--- src/rtl/adc_lvds_serializer.sv ---
// adc_lvds_serializer: ADC emulator that streams WIDTH-bit samples as rise/fall bit pairs with an FCO-style FRAME marker.
module adc_lvds_serializer #(
    parameter int               WIDTH         = 12,
    parameter bit               LSB_FIRST     = 1'b0,
    parameter logic [WIDTH-1:0] IDLE_PATTERN  = 12'h800,
    parameter logic [WIDTH-1:0] TRAIN_PATTERN = 12'hAC3,
    parameter int               UCNT_W        = 16
) (
    input  logic              CLK,
    input  logic              RST_N,
    input  logic [WIDTH-1:0]  S_DATA,
    input  logic              S_VALID,
    output logic              S_READY,
    input  logic              TRAIN,
    output logic              D_RISE,
    output logic              D_FALL,
    output logic              FRAME,
    output logic [UCNT_W-1:0] UNDERFLOW_CNT
);
    localparam int NPAIR = WIDTH / 2;
    localparam int CW = $clog2(NPAIR);
    localparam logic [CW-1:0] LAST = CW'(NPAIR - 1);
    localparam logic [CW-1:0] HALF = CW'((NPAIR + 1) / 2);

    logic [CW-1:0]    pair_cnt, cnt_nxt;
    logic [WIDTH-1:0] sh, sh_nxt, hold, src;
    logic             hold_v, armed, load, accept;

    assign load    = pair_cnt == LAST;
    assign S_READY = RST_N & (!hold_v | load);
    assign accept  = S_VALID & S_READY;

    always_comb begin
        src     = TRAIN ? TRAIN_PATTERN : hold_v ? hold : IDLE_PATTERN;
        sh_nxt  = load ? src : LSB_FIRST ? sh >> 2 : sh << 2;
        cnt_nxt = load ? '0 : pair_cnt + 1'b1;
    end

    // Outputs are taken from the next-state values so they line up with pair_cnt.
    always_ff @(posedge CLK) begin
        if (!RST_N) begin
            pair_cnt      <= LAST;
            sh            <= '0;
            hold_v        <= 1'b0;
            armed         <= 1'b0;
            UNDERFLOW_CNT <= '0;
            D_RISE        <= 1'b0;
            D_FALL        <= 1'b0;
            FRAME         <= 1'b0;
        end else begin
            pair_cnt <= cnt_nxt;
            sh       <= sh_nxt;
            D_RISE   <= LSB_FIRST ? sh_nxt[0] : sh_nxt[WIDTH-1];
            D_FALL   <= LSB_FIRST ? sh_nxt[1] : sh_nxt[WIDTH-2];
            FRAME    <= cnt_nxt < HALF;
            hold_v   <= accept | (hold_v & !(load & !TRAIN));
            if (accept) begin
                hold  <= S_DATA;
                armed <= 1'b1;
            end
            if (load && !TRAIN && !hold_v && armed && !(&UNDERFLOW_CNT))
                UNDERFLOW_CNT <= UNDERFLOW_CNT + 1'b1;
        end
    end
endmodule

--- config.mk ---
export PLATFORM = sky130hd
export DESIGN_NAME = adc_lvds_serializer
export DESIGN_NICKNAME = d
export VERILOG_FILES = /design/src/rtl/adc_lvds_serializer.sv
export SDC_FILE = /design/constraint.sdc
export NUM_CORES = 1
export LEC_CHECK = 0
export CORE_ASPECT_RATIO = 0.9
export CORE_UTILIZATION = 40
export CTS_BUF_LIST = sky130_fd_sc_hd__clkbuf_16
export DETAILED_ROUTE_END_ITERATION = 7
export GPL_ROUTABILITY_DRIVEN = 0
export PLACE_DENSITY = 0.71
export SKIP_CTS_REPAIR_TIMING = 1
export SLEW_MARGIN = 20
export SYNTH_ARGS = -nofsm -noshare
export SYNTH_HDL_FRONTEND = slang
export SYNTH_SLANG_ARGS = --single-unit
--- constraint.sdc ---
create_clock -name CLK -period 2.3 [get_ports CLK]
set_input_delay 0.69 -clock CLK [delete_from_list [all_inputs] [get_ports CLK]]
set_output_delay 0.69 -clock CLK [all_outputs]
set_load 0.005 [all_outputs]
==> impl_metrics.json <==
{
  "totalWireLength_um": 3740,
  "placed_area_um2": 2380,
  "p_switching_uw": 385,
  "synth_common_cells": "dfxtp_1, a21oi_1, nand2_1",
  "clockBufferDepth": 2,
  "dpl.cell_count": 293,
  "synth-simple-area-share_pct": 26.2,
  "relSlewSlack_pct": 77.1,
  "synth_xor_area_share_pct": 0,
  "synth-compound-area-share_pct": 14.7,
  "synth_ff_type": "dfxtp_1",
  "p_leak_uw": 0.000859,
  "cp_max_fo": 2,
  "vias": 1621,
  "synth_top_family_by_area": "simple AND/OR/NAND/NOR gates",
  "r2r_start": "UNDERFLOW_CNT[0]$_SDFFE_PN0P_",
  "synth_fa_ha_area_share_pct": 0.658,
  "drive_above_1_share_pct": 11.3,
  "seqPwrFrac_pct": 51.0,
  "skew_ns": 0.00384,
  "grt_pass1_vias": 1431,
  "portBuffers": 35,
  "critPathCaptureType": "primary output",
  "wl_met1_um": 1790,
  "slowest_stage": "clkdlybuf4s50_1",
  "nets": 255,
  "viasPerCell": 5.39,
  "path_clk_slew_ns": 0.06,
  "p_comb_share_pct": 7.7,
  "grt_pass1_wl_um": 6420,
  "ioPinCount": 36,
  "core-area_um2": 4520,
  "hold_violations": 0,
  "highest_layer": "met4",
  "maxCapViolCount": 0,
  "fp.dieArea_um2": 5030,
  "dp_slack_ns": -0.278,
  "drt_iter0_drc": 110,
  "diodes": 0,
  "instances_no_fill": 301,
  "drtPass1Iterations": 4,
  "synth.area.mux_share_pct": 0,
  "r2r_slack_ns": 0.39,
  "worstSetupPathType": "in2out",
  "fin_crit_ns": 2.19,
  "rr_endpoint": "UNDERFLOW_CNT[10]$_SDFFE_PN0P_",
  "ys_seq_area_share_pct": 54.8,
  "cp_data_required_time_ns": 1.61,
  "die_h_um": 67.4,
  "ir_drop_mv": 0.403,
  "antenna_found_initial": 0,
  "p_int_uw": 1340,
  "yosysTopAreaCell": "dfxtp_1",
  "worstPathArrival_ns": 1.50,
  "wl_met3_um": 168,
  "utilization_pct": 56.1,
  "ys_types": 40,
  "slowest_delay_ns": 0.49,
  "fmax_mhz": 456,
  "worst_setup_path_start_kind": "input pin",
  "netSwitchingFraction_pct": 22.3,
  "tritoncts": "yes",
  "postLayoutCellArea_um2": 2540,
  "synthesis.area_um2": 1900,
  "powerDensity_nw_per_um2": 680,
  "area_growth_pct": 33.4,
  "cp-startpoint": "RST_N",
  "async_flop_share_pct": 0,
  "synth_seq_cells": 46,
  "netlist_top_cells_area": "dfxtp_1, edfxtp_1, a21oi_1, o31ai_1, nand3_1",
  "synthesis.nets": 209,
  "placementRows": 23,
  "crit_end": "S_READY",
  "fill_cells": 421,
  "overflow": 0,
  "cts_root_buf": "clkbuf_16",
  "setup_viol": 0,
  "track_usage_pct": 16.6,
  "synth.most_common_cell": "dfxtp_1",
  "clock-sinks": 46,
  "grt_max_degree": 28,
  "yosys.area.top_type_share_pct": 35.8,
  "synth-edff-count": 12,
  "cts_buffers": 5,
  "netlist_instances": 192,
  "die_w_um": 74.7,
  "p_clk_share_pct": 41.3,
  "slew_viol_final": 0,
  "htree_levels": 2,
  "hpwl_um": 2590,
  "outcome": "completed",
  "reg2reg_depth": 5,
  "crit_chain": "clkdlybuf4s50_1, inv_2, a21oi_1, dlymetal6s2s_1",
  "hold_path.class": "reg2reg",
  "yosysWarningCount": 0,
  "start_util_pct": 42.1,
  "tightest_slew_ns": 0.342,
  "period_share_pct": 95.4,
  "worst_skew_pair.late_latency_ns": 0.28,
  "drtAntennaViolNets": 0,
  "worst_slack_ns": 0.106,
  "syn_avg_cell_area_um2": 9.90,
  "rsz0062_at_grt": "false",
  "drc": 0,
  "wl_met2_um": 1760,
  "wl_per_cell_um": 12.4
}
-- placed cells by master, fill, tap and decap left out, types with 2 or more instances in the layout --
cell type | Yosys | layout
nor3b_1 | 2 | 2
inv_1 | 6 | 6
nor2_1 | 9 | 9
a211oi_1 | 4 | 4
nand3_1 | 11 | 11
and4_1 | 4 | 4
a21oi_1 | 24 | 24
nand4_1 | 8 | 8
clkdlybuf4s50_1 | 0 | 34
nand2_1 | 13 | 13
and3_1 | 3 | 3
buf_4 | 1 | 13
dfxtp_1 | 34 | 34
or4_1 | 7 | 7
or3_2 | 2 | 2
o31ai_1 | 8 | 8
o21ai_0 | 4 | 4
clkbuf_16 | 0 | 5
edfxtp_1 | 12 | 12
nor3_1 | 9 | 9
and2_1 | 2 | 2
nor4_1 | 4 | 4
-- flip-flops by register name, summed over array words and instances (netlist names) --
register,cells
pair_cnt,3
UNDERFLOW_CNT,16
D_RISE,1
hold,12
D_FALL,1
FRAME,1
hold_v,1
sh,10
armed,1
-- cell families (layout without fill, tap and decap cells) --
logic type / count (synthesis) / count (layout)
compound gates: 46 / 46
fa+ha+maj: 1 / 1
buf+inv: 16 / 63
flops: 46 / 46
simple gates: 83 / 83
-- critical path, delay by kind of cell --
family | cells | cell delay (ns)
buffers and inverters | 3 | 0.68
AO/OA/AOI/OAI | 1 | 0.14
-- worst min path at each step --
stage                             endpoint  cells past startpoint              startpoint
floorplan           pair_cnt[0]$_SDFF_PN1_                      1  pair_cnt[0]$_SDFF_PN1_
finish              pair_cnt[0]$_SDFF_PN1_                      1  pair_cnt[0]$_SDFF_PN1_
detailed placement  pair_cnt[0]$_SDFF_PN1_                      1  pair_cnt[0]$_SDFF_PN1_
global route        pair_cnt[0]$_SDFF_PN1_                      1  pair_cnt[0]$_SDFF_PN1_
CTS                 pair_cnt[0]$_SDFF_PN1_                      1  pair_cnt[0]$_SDFF_PN1_
global placement    pair_cnt[0]$_SDFF_PN1_                      1  pair_cnt[0]$_SDFF_PN1_
-- stage by stage --
stage,hold WS (ns),total power (uW),setup TNS [ns]
3_3_place_gp,0.391,1030,-0.765
6_report,0.423,1720,0
5_1_grt,0.447,1800,0
2_1_floorplan,0.380,962,0
4_1_cts,0.429,1750,-0.293
3_5_place_dp,0.398,1030,-1.05
-- final cells by class --
type / instances / area, um2 / area share, %
flip-flops and latches: 46 / 1040 / 41.0
multi-input cells: 130 / 791 / 31.2
repair buffers: 48 / 450 / 17.8
clock buffers: 5 / 125 / 4.93
well taps: 62 / 77.6 / 3.06
inverters: 7 / 26.3 / 1.04
clock inverters: 3 / 25.0 / 0.987
-- power by group through the flow --
stage               combinational (uW)  sequential [uW]  clock (uW)
global placement                   130              896           0
CTS                                134              879         737
detailed placement                 133              896           0
finish                             132              879         713
global route                       147              882         770
floorplan                         71.1              891           0
-- layer usage --
layer | global-route usage [%] | up-vias
li1 | - | 819
met1 | 22.1 | 756
met2 | 26.7 | 42
met3 | 4.18 | 4
met4 | 4.95 | 0
met5 | 0 | -
No activity file was read; power rests on OpenSTA's default activity.
